`config.mk`:
```
export PLATFORM = sky130hd
export DESIGN_NAME = cheri_btb
export DESIGN_NICKNAME = d
export VERILOG_FILES = /design/src/rtl/cheri_btb.sv
export SDC_FILE = /design/constraint.sdc
export NUM_CORES = 2
export LEC_CHECK = 0
export CORE_ASPECT_RATIO = 0.9
export CORE_UTILIZATION = 50
export DETAILED_ROUTE_END_ITERATION = 6
export PLACE_DENSITY = 0.72
export SYNTH_ARGS = -nofsm -noshare
export SYNTH_HDL_FRONTEND = slang
export SYNTH_SLANG_ARGS = --single-unit
```
`constraint.sdc`:
```
create_clock -name clk_i -period 5.2 [get_ports clk_i]
set_clock_uncertainty 0.05 [all_clocks]
set_input_delay 1.56 -clock clk_i [delete_from_list [all_inputs] [get_ports clk_i]]
set_output_delay 1.56 -clock clk_i [all_outputs]
set_load 0.005 [all_outputs]
```
`src/rtl/cheri_btb.sv`:
```
// Branch target buffer holding full-PCC targets for mispredicted
// register-indirect jumps; one registered lookup per cycle.
package config_pkg;

  typedef struct packed {
    int unsigned VLEN;
    int unsigned PCLEN;
    bit          RVC;
  } cva6_cfg_t;

  localparam cva6_cfg_t cva6_cfg_empty = '{
    VLEN:  32,
    PCLEN: 64,
    RVC:   1'b1
  };

  typedef enum logic [2:0] {
    NoCF,
    Branch,
    Jump,
    JumpR,
    Return
  } cf_t;

  typedef struct packed {
    logic        valid;
    logic [31:0] pc;
    logic [63:0] target_address;
    logic        is_mispredict;
    logic        is_taken;
    cf_t         cf_type;
  } bp_resolve_t;

endpackage

module cheri_btb #(
  parameter config_pkg::cva6_cfg_t CVA6Cfg =
    config_pkg::cva6_cfg_empty,
  parameter type bp_resolve_t =
    config_pkg::bp_resolve_t,
  parameter int unsigned NR_ENTRIES = 32,
  parameter int unsigned TAG_BITS   = 10
) (
  input  logic        clk_i,
  input  logic        rst_ni,
  input  logic        flush_bp_i,
  input  logic        debug_mode_i,
  input  bp_resolve_t resolved_branch_i,
  input  logic        lookup_valid_i,
  input  logic [CVA6Cfg.VLEN-1:0] lookup_pc_i,
  input  logic [CVA6Cfg.PCLEN-CVA6Cfg.VLEN-1:0]
                      pcc_meta_i,
  output logic        pred_valid_o,
  output logic [CVA6Cfg.PCLEN-1:0] pred_target_o,
  output logic        busy_o
);

  localparam int VLEN  = int'(CVA6Cfg.VLEN);
  localparam int PCLEN = int'(CVA6Cfg.PCLEN);
  localparam int LSB   = CVA6Cfg.RVC ? 1 : 2;
  localparam int IDX   = $clog2(NR_ENTRIES);

  typedef enum logic {
    IDLE,
    FLUSH
  } state_e;

  state_e state_q, state_d;

  logic [IDX-1:0]        cnt_q, cnt_d;
  logic [NR_ENTRIES-1:0] valid_q;
  logic [TAG_BITS-1:0]   tag_q [NR_ENTRIES];
  logic [PCLEN-1:0]      tgt_q [NR_ENTRIES];

  logic                  busy_q;
  logic                  pvld_q, pvld_d;
  logic [PCLEN-1:0]      ptgt_q, ptgt_d;

  logic                  clr;
  logic                  upd;
  logic [IDX-1:0]        widx;
  logic [TAG_BITS-1:0]   wtag;
  logic [IDX-1:0]        lidx;
  logic [TAG_BITS-1:0]   ltag;
  logic                  hit;

  assign widx = resolved_branch_i.pc[LSB+:IDX];
  assign wtag =
    resolved_branch_i.pc[LSB+IDX+:TAG_BITS];
  assign lidx = lookup_pc_i[LSB+:IDX];
  assign ltag = lookup_pc_i[LSB+IDX+:TAG_BITS];

  // a flush in the same cycle wins over the update
  assign upd = (state_q == IDLE)
             && !flush_bp_i
             && !debug_mode_i
             && resolved_branch_i.valid
             && resolved_branch_i.is_mispredict
             && (resolved_branch_i.cf_type
                 == config_pkg::JumpR);

  // reads see pre-write, pre-flush contents
  assign hit = lookup_valid_i
             && (state_q == IDLE)
             && valid_q[lidx]
             && (tag_q[lidx] == ltag)
             && (tgt_q[lidx][PCLEN-1:VLEN]
                 == pcc_meta_i);

  always_comb begin
    state_d = state_q;
    cnt_d   = cnt_q;
    clr     = 1'b0;
    unique case (state_q)
      IDLE: begin
        if (flush_bp_i) begin
          state_d = FLUSH;
          cnt_d   = '0;
        end
      end
      FLUSH: begin
        clr   = 1'b1;
        cnt_d = cnt_q + 1'b1;
        if (flush_bp_i) begin
          cnt_d = '0;
        end else if (cnt_q ==
                     IDX'(NR_ENTRIES-1)) begin
          state_d = IDLE;
        end
      end
      default: state_d = IDLE;
    endcase
  end

  always_comb begin
    pvld_d = hit;
    ptgt_d = ptgt_q;
    if (hit) begin
      ptgt_d = tgt_q[lidx];
    end
  end

  always_ff @(posedge clk_i or negedge rst_ni) begin
    if (!rst_ni) begin
      state_q <= IDLE;
      cnt_q   <= '0;
      busy_q  <= 1'b0;
      valid_q <= '0;
      pvld_q  <= 1'b0;
      ptgt_q  <= '0;
    end else begin
      state_q <= state_d;
      cnt_q   <= cnt_d;
      busy_q  <= (state_d == FLUSH);
      pvld_q  <= pvld_d;
      ptgt_q  <= ptgt_d;
      if (clr) begin
        valid_q[cnt_q] <= 1'b0;
      end
      if (upd) begin
        valid_q[widx] <= 1'b1;
      end
    end
  end

  always_ff @(posedge clk_i) begin
    if (upd) begin
      tag_q[widx] <= wtag;
      tgt_q[widx] <=
        resolved_branch_i.target_address;
    end
  end

  assign pred_valid_o  = pvld_q;
  assign pred_target_o = ptgt_q;
  assign busy_o        = busy_q;

endmodule

```
Word level (Yosys, flattened, before mapping)
Memories as Yosys holds them, arrays and structs flattened. Index checks and enable logic that the tools add are counted.

Bits in registers: 103. Memory bits (writable): 2368. Logic and storage cells: 53. Input port bits: 171. Memories kept: 2. Output and inout bits: 66.

Mux-type cells: 18. Bitwise logic cells: 4. Add/sub/neg operators: 1. $lt $le $gt $ge: 5. Equality and inequality tests: 5. Reduce and logical (&&, ||, !) cells: 13.

Memories: tgt_q (words 32, width 64, rd ports 1, clocked after memory_dff 0, write ports 1, RTL line 73) `logic [PCLEN-1:0] tgt_q [NR_ENTRIES];`; tag_q (words 32, width 10, rd ports 1, clocked after memory_dff 0, write ports 1, RTL line 72) `logic [TAG_BITS-1:0] tag_q [NR_ENTRIES];`.

Operators with widths (count): 32-bit 2-to-1 mux (2); 32-bit AND (1); 32-bit equality test (1); 32-bit inverter (1); 32-bit bitwise OR (1); 5-bit by 6-bit < comparator with 1-bit output, second input constant (3); 1-bit logical AND (11); 1-bit demux with 5-bit select (2); 10-bit equality test (1); 5-bit by 1-bit greater-or-equal comparator with 1-bit output, second input constant (2); 5-bit 2-to-1 mux (2); 5-bit case mux with 2 select lines (1); 1-bit 2-to-1 mux (9); 5-bit by 1-bit adder with 5-bit output, second input constant (1); 1-bit binary-select mux with 5-bit select (1); 5-bit equality test, second input constant (1); 3-bit by 2-bit equality test with 1-bit output, second input constant (1); 1-bit logical NOT (2); 2-bit != test, second input constant (1); 1-bit case mux with 2 select lines (1); 1-bit inverter (1).

Longest topological paths before layout
Word-level depth: 9. Depth in mapped cells: 17. Mapped depth without buffers: 9.

Worst setup path after synthesis
Ideal clock, no wire load.

Kind: input to register. Start point: input port resolved_branch_i[2] (netlist bit). End point: memory tag_q[16][0], enable pin. Arrival: 5569 ps. Required time: 4643 ps. Path slack: -926 ps. Cell stages on the path: 5. Cell sequence: nand4b_1 -> nor4_1 -> nor2b_1 -> nand3b_1 -> nor2_1.

Longest elaborated chain between the ends: 4.

RTL lines: start: declaration (RTL line 48) `input bp_resolve_t resolved_branch_i,`; 3-bit by 2-bit equality test with 1-bit output (RTL line 100) `== config_pkg::JumpR);`; 1-bit logical AND (RTL line 99) `&& (resolved_branch_i.cf_type`; 1-bit 2-to-1 mux (RTL line 167) `if (upd) begin`; 1-bit 2-to-1 mux (implied by the code) (RTL line 168) `tag_q[widx] <= wtag;`; end: declaration (RTL line 72).

Every way passes these cells.

Final worst setup path
Start point: input port lookup_pc_i[1]. End point: register ptgt_q[30] (netlist: pred_target_o[30]), read port of tgt_q.

Longest elaborated chain between the ends: 5.

RTL lines: start: declaration (RTL line 50) `input logic [CVA6Cfg.VLEN-1:0] lookup_pc_i,`; parallel branches: the longest is 5 deep, another holds memory read 32 x 64 bit; end: declaration (RTL line 77) `logic [PCLEN-1:0] ptgt_q, ptgt_d;`.

Several ways; the timed one is not identified. The select of a mux whose other input is x is not followed. A chain may end at the register's enable or synchronous reset.

==> flow_metrics.tcl <==
set metrics [dict create \
    relSlewSlack_pct 17.71 \
    antenna_left 0 \
    cp_data_arrival_time_ns 5.73 \
    synth.distinct_cells 78 \
    fillers 13080 \
    crit_slowest_cell "nor2_1" \
    synth_cells 4383 \
    cp.depth 15 \
    max_stage_delay_ns 0.52 \
    core_um2 191100 \
    cts.sinks 2471 \
    swShare_pct 20.97 \
    slew_violations 0 \
    hold_class "register to register" \
    finalHoldViolations 0 \
    worstReg2RegStart "tgt_q[9][34]" \
    cap_violations 0 \
    portBuffers 201 \
    vias 50180 \
    cp_max_fo 13 \
    whs_ns 0.4592 \
    rows 152 \
    ios 237 \
    r2r_end "pred_target_o[30]" \
    post_cts_buffers 0 \
    internal_power_mw 32.69 \
    finalSetupViolations 0 \
    avgSynthCellArea_um2 22.00 \
    ys_ff_latch 2471 \
    die_h_um 418.7 \
    vdd_drop_max_v 0.0004034 \
    cts_tree "done" \
    dr.pass1.iters 6 \
    period_share_pct 96.90 \
    grt_pass1_wl_mm 363.9 \
    antenna_found_initial 15 \
    cp_num_buf_inv 6 \
    grt_setup_unrepaired "no" \
    postSynth.asyncResetShare_pct 4.168 \
    design_area_um2 112800 \
    cts_max_path_buffers 3 \
    wl_per_cell_um 33.46 \
    worstHoldStart "valid_q[19]" \
    area_growth_pct 16.98 \
    critPathTopFamily "simple AND/OR/NAND/NOR gates" \
    cp_common_cell "buf_12" \
    status "completed" \
    grt.total_usage_pct 26.60 \
    layout_common_cells "edfxtp_1, mux4_2, buf_4, clkbuf_16, nand2_1" \
    switchingPower_mw 8.676 \
    grt_overflow 0 \
    clkPwrFrac_pct 41.6 \
    routed_wl_mm 259.9 \
    powerDensity_nw_per_um2 366.6 \
    crit_chain "buf_8 > buf_12 > buf_4 > buf_4 > mux4_2 > a22o_1 > nor2_1 > nor3_1 > nand4b_1 > nor4_1 > nand4_1 > nor4_4 > buf_12 > buf_12 > mux2_4" \
    reg2regPathDepth 12 \
    clock-root-buffer "clkbuf_16" \
    cts.reportedPaths.clkPinSlew_ns 0.06 \
    syn_nets 4559 \
    cts_made_buffers 233 \
    required_ns 5.89 \
    gp_congestion 0.9198 \
    setup_slack_ns 0.1613 \
    worst_pin_slew_ns 1.234 \
    critPathCaptureType "register" \
    worstSetupPathType "primary input to register" \
    dieArea_um2 194600 \
    fin_crit_ns 5.039 \
    initial_core_util_pct 50.46 \
    hpwl_mm 144.1 \
    ctsResizeCount 0 \
    power_frac_seq_pct 52.8 \
    yosysWarnings 0 \
    dp_slack_ns -0.7382 \
    synth_flop_cell "edfxtp_1" \
    synth_edf_count 2368 \
    whs_path_depth 2 \
    clock_latency_ns 0.89 \
    grt_pass1_vias 49030 \
    drive_gt1_share_pct 28.64 \
    avgViaCountPerCell 6.460 \
    layout_commonest_cell "edfxtp_1" \
    p_total_mw 41.36 \
    max_freq_mhz 198.5 \
    detailed_place.area_um2 105100 \
    crit_path_start_kind "primary input" \
    grt_max_degree 107 \
    combinationalPowerShare_pct 5.6 \
    nNetsFinal 5188 \
    regToRegSetupSlack_ns 1.09 \
    drt_iter0_drc 7231 \
    min_to "valid_q[19]" \
    cts_htree_levels 4 \
    cts_hold_buf 0 \
    syn_area_um2 96440 \
    die-width_um 464.9 \
    yosysSeqAreaShare_pct 76.40 \
    post-route-drc-count 0 \
    power.leakage_nw 36.70 \
]
[metal layers]
metal / track usage [%] / share of wire, % / vias to the layer above
li1: - / - / 19700
met1: 37.88 / 38 / 26660
met2: 42.03 / 48 / 3361
met3: 4.866 / 11 / 455
met4: 8.390 / 3.1 / 2
met5: 0 / 0.0035 / -
[power groups by stage]
stage / clock network (mW) / logic, mW / registers [mW]
6_report: 17.2 / 2.30 / 21.8
5_1_grt: 18.0 / 2.41 / 21.8
4_1_cts: 17.3 / 2.29 / 21.8
3_5_place_dp: 0 / 2.27 / 22.3
3_3_place_gp: 0 / 2.22 / 22.3
2_1_floorplan: 0 / 1.16 / 22.3
[cell usage after synthesis, drive strengths merged (23+ instances only)]
library cell  number  share of area (%)
clkbuf            75               0.29
o22ai             40               0.26
o21ai             88               0.46
buf              152                1.1
nor2              78               0.30
nand2            198               0.77
mux2              72                1.1
dfrtp            103                2.7
a22oi             55               0.43
mux4             615                 14
xnor2             23               0.21
mux2i            179                1.9
nand3             36               0.19
edfxtp          2368                 74
[sequential cells by signal, indices dropped and copies added (netlist names)]
signal / count
pred_target_o: 64
cnt_q: 5
valid_q: 32
tgt_q: 2048
tag_q: 320
busy_o: 1
pred_valid_o: 1
[layout make-up]
class	instances	area [µm²]	area share (%)
Sequential cell	2471	73690	65.31
Multi-Input combinational cell	1663	21560	19.11
Timing Repair Buffer	621	6531	5.789
Clock buffer	300	6206	5.501
Tap cell	2541	3179	2.818
Clock inverter	139	1530	1.356
Inverter	22	92.59	0.08207
Antenna cell	11	27.53	0.02440
[cells by family after synthesis]
kind of cell,after synthesis,share of synthesized area [%]
xor+xnor,42,0.3814
simple gates,449,2.222
fa+ha+maj,5,0.06487
mux,866,17.32
buf+inv,249,1.500
flops,2471,76.40
compound gates,301,2.111
[worst reg2reg max path, stage by stage, from the launching register on]
cell and delay (ns):
edfxtp_1 0.33, mux4_2 0.24, nand2_1 0.05, and3_1 0.21, nor4_1 0.87, xnor2_1 0.20, buf_4 0.15, nand2_1 0.05
or4b_1 0.56, nor4_4 0.53, buf_12 0.23, buf_12 0.19, mux2_4 0.32
[stage by stage]
stage | std cells | utilization [%] | setup TNS (ns)
CTS | 7757 | 59.01 | 0
global route | 7765 | 59.02 | 0
finish | 7768 | 59.02 | 0
floorplan | 4383 | - | -2018.47
global placement | 7318 | 54.96 | -41.12
detailed placement | 7318 | 54.96 | -44.42
[how the worst max path moves through the flow]
stage	startpoint	endpoint
after floorplan	resolved_branch_i[2]	tag_q[16][0]
after global placement	lookup_pc_i[1]	pred_target_o[50]
after detailed placement	lookup_pc_i[1]	pred_target_o[56]
after CTS	lookup_pc_i[1]	pred_target_o[1]
after global routing	lookup_pc_i[2]	pred_target_o[63]
final	lookup_pc_i[1]	pred_target_o[30]
Power figures use the tool's default switching activity.
